<file path="src/rtl/vector_multiplier_pkg.sv">
// Shared types and helpers for vector_transformer: FSM state encoding,
// accumulator width rule and result narrowing (saturate or wrap).
// Narrowing behaviour is selected by macro VECTOR_TRANSFORMER_SATURATE_EN.
package vector_multiplier_pkg;

  typedef enum logic [1:0] {
    S_IDLE   = 2'd0,
    S_MAC    = 2'd1,
    S_WRITE  = 2'd2,
    S_FINISH = 2'd3
  } state_t;

  // Common width the narrowing helper works at; any accumulator up to this
  // width is sign-extended into it by the caller.
  localparam int NARROW_W = 128;

  // Full-precision dot product: 2*W for the product, clog2(N) for the sum of
  // N products, plus one guard bit.
  function automatic int acc_width(input int elem_w, input int n);
    return 2 * elem_w + $clog2(n) + 1;
  endfunction

  // Reduces a sign-extended value to elem_w significant bits, returned still
  // sign-extended at NARROW_W so the caller only has to keep the low bits.
  function automatic logic signed [NARROW_W-1:0] narrow_result(
    input logic signed [NARROW_W-1:0] val,
    input int                         elem_w
  );
`ifdef VECTOR_TRANSFORMER_SATURATE_EN
    logic signed [NARROW_W-1:0] one;
    logic signed [NARROW_W-1:0] max_v;
    logic signed [NARROW_W-1:0] min_v;
    one   = NARROW_W'(1);
    max_v = (one <<< (elem_w - 1)) - one;
    min_v = -(one <<< (elem_w - 1));
    if (val > max_v) return max_v;
    if (val < min_v) return min_v;
    return val;
`else
    // Two's-complement wrap: keep the low elem_w bits, re-extend their sign.
    return (val <<< (NARROW_W - elem_w)) >>> (NARROW_W - elem_w);
`endif
  endfunction

endpackage

</file>
<file path="src/rtl/mac_unit.sv">
// Purpose: registered signed multiply-accumulate with synchronous clear.
// Latency: accumulator updates one cycle after i_en; o_acc_next is the
//          combinational value the accumulator will take (acc + a*b).
// Backpressure: none; i_en gates accumulation, i_clr has priority.
// Ports: clk, i_rst_n (sync, active-low), i_clr, i_en, i_a/i_b (signed
//        operands), o_acc_next (signed, ACC_WIDTH bits).
module mac_unit #(
  parameter int ELEMENT_WIDTH = 24,
  parameter int ACC_WIDTH     = 51
) (
  input  logic                            clk,
  input  logic                            i_rst_n,
  input  logic                            i_clr,
  input  logic                            i_en,
  input  logic signed [ELEMENT_WIDTH-1:0] i_a,
  input  logic signed [ELEMENT_WIDTH-1:0] i_b,
  output logic signed [ACC_WIDTH-1:0]     o_acc_next
);

  localparam int PROD_W = 2 * ELEMENT_WIDTH;

  logic signed [ACC_WIDTH-1:0] r_acc;
  logic signed [PROD_W-1:0]    w_prod;

  assign w_prod     = i_a * i_b;
  assign o_acc_next = r_acc + {{(ACC_WIDTH - PROD_W){w_prod[PROD_W-1]}}, w_prod};

  always_ff @(posedge clk) begin
    if (!i_rst_n || i_clr) begin
      r_acc <= '0;
    end else if (i_en) begin
      r_acc <= o_acc_next;
    end
  end

endmodule

</file>
<file path="src/rtl/vector_transformer.sv">
// Purpose: y = M*v for an NxN signed coefficient matrix, one element per
//          write strobe into a result RAM.
// Latency: N*(N+1) cycles per vector; first wr_en N+1 cycles after the
//          cycle in which a buffered vector is taken (MAC entry).
// Backpressure: one-entry pending buffer; ready = buffer empty and not done.
//          A vector offered while the buffer is full is dropped and
//          overflow_err latches.
// Ports: clk, reset (sync, active-low); matrix_we/row/col/data coefficient
//        write (IDLE with empty buffer only); vector_in/vector_valid/
//        vector_done from the vector constructor; ready back to it;
//        wr_en/wr_addr/wr_data result RAM write; results_written count;
//        overflow_err sticky; done level in FINISH.
// Config: define VECTOR_TRANSFORMER_SATURATE_EN to clamp results to the
//        element range; otherwise results wrap to ELEMENT_WIDTH bits.
module vector_transformer
  import vector_multiplier_pkg::*;
#(
  parameter int  ELEMENT_WIDTH    = 24,
  parameter int  ADDR_WIDTH       = 17,
  parameter int  VECTOR_DIMENSION = 3,
  parameter int  FRAC_BITS        = 0,
  localparam int IDX_W            = (VECTOR_DIMENSION > 1) ? $clog2(VECTOR_DIMENSION) : 1
) (
  input  logic                                      clk,
  input  logic                                      reset,
  input  logic                                      matrix_we,
  input  logic [IDX_W-1:0]                          matrix_row,
  input  logic [IDX_W-1:0]                          matrix_col,
  input  logic [ELEMENT_WIDTH-1:0]                  matrix_data,
  input  logic [VECTOR_DIMENSION*ELEMENT_WIDTH-1:0] vector_in,
  input  logic                                      vector_valid,
  input  logic                                      vector_done,
  output logic                                      ready,
  output logic                                      wr_en,
  output logic [ADDR_WIDTH-1:0]                     wr_addr,
  output logic [ELEMENT_WIDTH-1:0]                  wr_data,
  output logic [ADDR_WIDTH-1:0]                     results_written,
  output logic                                      overflow_err,
  output logic                                      done
);

  localparam int N     = VECTOR_DIMENSION;
  localparam int EW    = ELEMENT_WIDTH;
  localparam int ACC_W = acc_width(ELEMENT_WIDTH, VECTOR_DIMENSION);

  localparam logic [IDX_W-1:0]     LAST_IDX = IDX_W'(N - 1);
  localparam logic signed [EW-1:0] COEF_ONE = EW'(1) << FRAC_BITS;

  state_t                 r_state;
  logic                   r_buf_full;
  logic [N*EW-1:0]        r_buf;
  logic signed [EW-1:0]   r_vec [N];
  logic signed [EW-1:0]   r_m   [N][N];
  logic [IDX_W-1:0]       r_row;
  logic [IDX_W-1:0]       r_col;
  logic [ADDR_WIDTH-1:0]  r_results_written;
  logic [ADDR_WIDTH-1:0]  r_wr_addr;
  logic                   r_wr_en;
  logic [EW-1:0]          r_wr_data;
  logic                   r_overflow;
  logic                   r_done;

  logic signed [EW-1:0]    w_coef;
  logic signed [EW-1:0]    w_elem;
  logic                    w_mac_en;
  logic                    w_mac_clr;
  logic signed [ACC_W-1:0] w_acc_next;
  logic signed [ACC_W-1:0] w_acc_shifted;
  logic [EW-1:0]           w_result;

  assign w_coef    = r_m[r_row][r_col];
  assign w_elem    = r_vec[r_col];
  assign w_mac_en  = (r_state == S_MAC);
  // Accumulator is held at zero whenever we are not accumulating, so every
  // row starts clean on its first MAC cycle.
  assign w_mac_clr = !w_mac_en;

  mac_unit #(
    .ELEMENT_WIDTH (EW),
    .ACC_WIDTH     (ACC_W)
  ) u_mac (
    .clk        (clk),
    .i_rst_n    (reset),
    .i_clr      (w_mac_clr),
    .i_en       (w_mac_en),
    .i_a        (w_coef),
    .i_b        (w_elem),
    .o_acc_next (w_acc_next)
  );

  // The result is captured from the accumulator's next value on the last MAC
  // cycle so wr_data is registered and aligned with wr_en in WRITE.
  assign w_acc_shifted = w_acc_next >>> FRAC_BITS;
  assign w_result      = EW'(narrow_result(NARROW_W'(w_acc_shifted), EW));

  always_ff @(posedge clk) begin
    if (!reset) begin
      r_state           <= S_IDLE;
      r_buf_full        <= 1'b0;
      r_buf             <= '0;
      r_row             <= '0;
      r_col             <= '0;
      r_results_written <= '0;
      r_wr_addr         <= '0;
      r_wr_en           <= 1'b0;
      r_wr_data         <= '0;
      r_overflow        <= 1'b0;
      r_done            <= 1'b0;
      for (int i = 0; i < N; i++) begin
        r_vec[i] <= '0;
        for (int j = 0; j < N; j++) begin
          r_m[i][j] <= (i == j) ? COEF_ONE : '0;
        end
      end
    end else begin
      r_wr_en <= 1'b0;

      // Pending buffer fill; a full buffer keeps its contents. Emptying is
      // done by the FSM below and only ever happens when the buffer is full,
      // so it never collides with a load.
      if (vector_valid) begin
        if (r_buf_full) begin
          r_overflow <= 1'b1;
        end else begin
          r_buf      <= vector_in;
          r_buf_full <= 1'b1;
        end
      end

      case (r_state)
        S_IDLE: begin
          // Coefficients only change while no vector is pending or in flight.
          if (matrix_we && !r_buf_full) begin
            r_m[matrix_row][matrix_col] <= matrix_data;
          end
          if (r_buf_full) begin
            for (int i = 0; i < N; i++) begin
              r_vec[i] <= r_buf[i*EW +: EW];
            end
            r_buf_full <= 1'b0;
            r_row      <= '0;
            r_col      <= '0;
            r_state    <= S_MAC;
          end else if (vector_done && !vector_valid) begin
            r_done  <= 1'b1;
            r_state <= S_FINISH;
          end
        end

        S_MAC: begin
          if (r_col == LAST_IDX) begin
            r_col     <= '0;
            r_wr_en   <= 1'b1;
            r_wr_data <= w_result;
            r_wr_addr <= r_results_written;
            r_state   <= S_WRITE;
          end else begin
            r_col <= r_col + 1'b1;
          end
        end

        S_WRITE: begin
          r_results_written <= r_results_written + 1'b1;
          if (r_row == LAST_IDX) begin
            r_row <= '0;
            // Chain straight into the next vector to avoid an idle gap.
            if (r_buf_full) begin
              for (int i = 0; i < N; i++) begin
                r_vec[i] <= r_buf[i*EW +: EW];
              end
              r_buf_full <= 1'b0;
              r_state    <= S_MAC;
            end else begin
              r_state <= S_IDLE;
            end
          end else begin
            r_row   <= r_row + 1'b1;
            r_state <= S_MAC;
          end
        end

        S_FINISH: begin
          r_state <= S_FINISH;
        end

        default: begin
          r_state <= S_IDLE;
        end
      endcase
    end
  end

  assign ready           = !r_buf_full && !r_done;
  assign wr_en           = r_wr_en;
  assign wr_addr         = r_wr_addr;
  assign wr_data         = r_wr_data;
  assign results_written = r_results_written;
  assign overflow_err    = r_overflow;
  assign done            = r_done;

endmodule

</file>
<file path="config.mk">
export PLATFORM = sky130hd
export DESIGN_NAME = vector_transformer
export DESIGN_NICKNAME = d
export VERILOG_FILES = /design/src/rtl/vector_multiplier_pkg.sv /design/src/rtl/mac_unit.sv /design/src/rtl/vector_transformer.sv
export SDC_FILE = /design/constraint.sdc
export NUM_CORES = 1
export LEC_CHECK = 0
export ABC_AREA = 1
export BUFFER_PORTS_ARGS = -buffer_cell sky130_fd_sc_hd__buf_2
export CAP_MARGIN = 0
export CORE_MARGIN = 2
export CORE_UTILIZATION = 55
export DETAILED_ROUTE_END_ITERATION = 10
export HOLD_SLACK_MARGIN = 0.12
export PLACE_DENSITY = 0.82
export SYNTH_ARGS = -nofsm -noshare
export SYNTH_HDL_FRONTEND = slang
export SYNTH_SLANG_ARGS = --single-unit
</file>
<file path="constraint.sdc">
create_clock -name clk -period 8.5 [get_ports clk]
set_input_delay 1.7 -clock clk [delete_from_list [all_inputs] [get_ports clk]]
set_output_delay 1.7 -clock clk [all_outputs]
set_load 0.01 [all_outputs]
</file>
==> impl_metrics.ini <==
[global_routing]
grt_pass1_vias = 25765
grt_max_degree = 120
grt_usage_pct = 27.7
grt_pass1_wl_mm = 131
grt_overflow = 0
antenna_found_initial = 0

[die]
rows = 88
die_area_sq_um = 60200
top_level_ports = 167
core_sq_um = 57600
initial_core_util_pct = 55.6
die_h_um = 245
die_w_um = 245

[timing]
rsz0062_at_grt = true
hold_viol = 0
setup-violations-final = 0
min_period_over_period_pct = 98.4
whs_ps = 455
max_slew_margin_pct = 25.6
fin_ws_ps = 133
slew_violations = 0
fmax_mhz = 120
finalSetupTns_ps = 0
skew_ps = 31.0
period_needed_ps = 8370
worst_pin_slew_ps = 1110

[yosys]
synth_fp_nets = 4132
ys_seq_area_share_pct = 44.3
synthXorXnorAreaFrac_pct = 1.64
yosys.area.top_type_share_pct = 33.8
ys_top_cells_by_area = edfxtp_1, fa_1, dfxtp_1
avgSynthCellArea_sq_um = 8.68
ys_types = 40
synthFlopType = edfxtp_1
synthSimpleGateAreaFrac_pct = 17.2
syn_inst = 3687
synth_adder_area_share_pct = 18.3
ys_async_sr_fraction_pct = 0
netlist.top_cell.by_area = edfxtp_1
synth-edff-count = 360
ys_seq_elements = 528
synth_mux_area_share_pct = 0
yosysWarnings = 0
synth_area_sq_um = 32000
synth_top_family_by_area = adder cells
synth_compound_area_share_pct = 7.80

[layout]
antennaDiodeCount = 0
multiInputGateArea_sq_um = 14700
ff_latch_area_sq_um = 14200
fin_cells = 4671
drive_gt1_share_pct = 11.3
syn_to_final_growth_pct = 14.0
fillers = 4283
fin_nets = 4309

[placement]
dp_cells = 4557
place_worst_setup_slack_ps = -117
place.gp.congestion = 0.895
dp_hpwl_mm = 54.8
port_buffers = 166

[routing]
wire_per_inst_um = 18.2
drc = 0
vias_per_cell = 5.49
ant_nets = 0
drtIter0Drc = 3255
num_vias = 25626
wl_mm = 84.8
first_pass_iters = 6

[setup_path]
path_class = reg -> reg
cpMostUsedCell = inv_1
cp_slowest_stage_delay_ps = 590
cp-end-kind = register
crit_path_start_kind = register
cp_data_arrival_time_ps = 8870
cp_max_fo = 16
crit_required_ps = 9010
slowest_stage = fa_1

[worst_hold_path]
hold_class = reg -> reg

[clocking]
htreeDepth = 2
path_clk_slew_ps = 70
cts_tree = yes
insertion_delay_ps = 620
cts_made_buffers = 51
cts_buffer_depth = 3
clock_sinks = 528
postCtsHoldBufs = 0
ctsRootBufferMaster = clkbuf_16

[run_status]
outcome = complete, no violations

[job]
cap_violations = 0
critical path: cells and delay by family (launching register included):
family,cells,cell delay (ps)
simple gates,12,1090
flops,1,480
xor+xnor,2,410
compound gates,4,700
fa+ha+maj,9,4270
buf+inv,13,1290
metal layers:
metal  global-route usage (%)  vias up  wire (um)
met5                        0        -          0
met4                     13.3        0       3900
met3                     5.54      277       9360
met2                     46.4     1432      40900
met1                     34.4    12129      30600
li1                         -    11788          -
state kept, by name, indices dropped and copies added, names as in the netlist, named ones only:
| register | cells |
|---|---|
| r_state | 2 |
| r_buf | 72 |
| r_buf_full | 1 |
| r_col | 2 |
| overflow_err | 1 |
| r_m | 288 |
| r_vec | 72 |
| done | 1 |
| wr_en | 1 |
| results_written | 17 |
| u_mac.r_acc | 24 |
| r_row | 2 |
| wr_data | 24 |
| wr_addr | 17 |
stage by stage:
stage | utilization (%) | cell area (sq um)
detailed placement | 59.4 | 34200
global placement | 59.4 | 34200
CTS | 62.3 | 35900
finish | 63.4 | 36500
floorplan | - | 32000
global route | 63.4 | 36500
Yosys cell counts (all sizes together) (2+ instances only):
cell type / n
nor2: 530
nand4: 5
o31ai: 2
nor4: 2
edfxtp: 360
o22ai: 13
inv: 719
xnor2: 30
nand3b: 3
clkinv: 2
a21oi: 163
a22oi: 2
ha: 127
a21boi: 2
xor2: 29
o21ai: 253
clkbuf: 115
buf: 52
o211ai: 23
dfxtp: 168
nor3: 12
nand2: 731
nand3: 114
o21a: 6
a31oi: 5
fa: 213
a211oi: 2
final timing paths:
path | start | endpoint | slack [ps] | depth (start not counted)
worst max-delay path | register | wr_data[23] | 130 | 40
worst min-delay path | r_buf[26] | r_buf[26] | 450 | 2
worst max register to register | register | wr_data[23] | 130 | 40
worst min register to register | r_buf[26] | r_buf[26] | 450 | 2
cell usage in the layout, fill, tap and decap left out, types with 13 or more instances in the layout:
cell	instances
o21ai_1	52
xnor2_1	29
ha_1	120
clkbuf_1	13
a21oi_1	154
buf_4	86
fa_1	210
edfxtp_1	360
buf_12	19
xor2_1	28
inv_1	717
o211ai_1	23
nand2_1	721
dfxtp_1	166
clkbuf_16	58
buf_2	165
o22ai_1	13
nor2_1	520
o21ai_0	193
nand3_1	96
layout make-up:
cell class	instances	area share, %
flip-flops and latches	528	38.9
well taps	765	2.62
repair buffers	291	6.10
clock buffers	67	3.78
inverters	721	7.46
multi-input cells	2271	40.4
clock inverters	28	0.813
kinds of logic after synthesis:
family | Yosys count
AOI/OAI and AO/OA | 474
xor gates and xnor gates | 59
adders and majority gates | 340
buffers and inverters | 888
DFF | 528
and+or+nand+nor | 1398
what timing repair did:
item	in CTS	in global routing
gates cloned	0	7
setup endpoints to repair	3	11
gates resized for setup	5	99
setup buffers	1	11
pin swaps	0	12
Power is not shown: default switching activity piles up to over one toggle a cycle in this logic, so the estimate is an artifact.
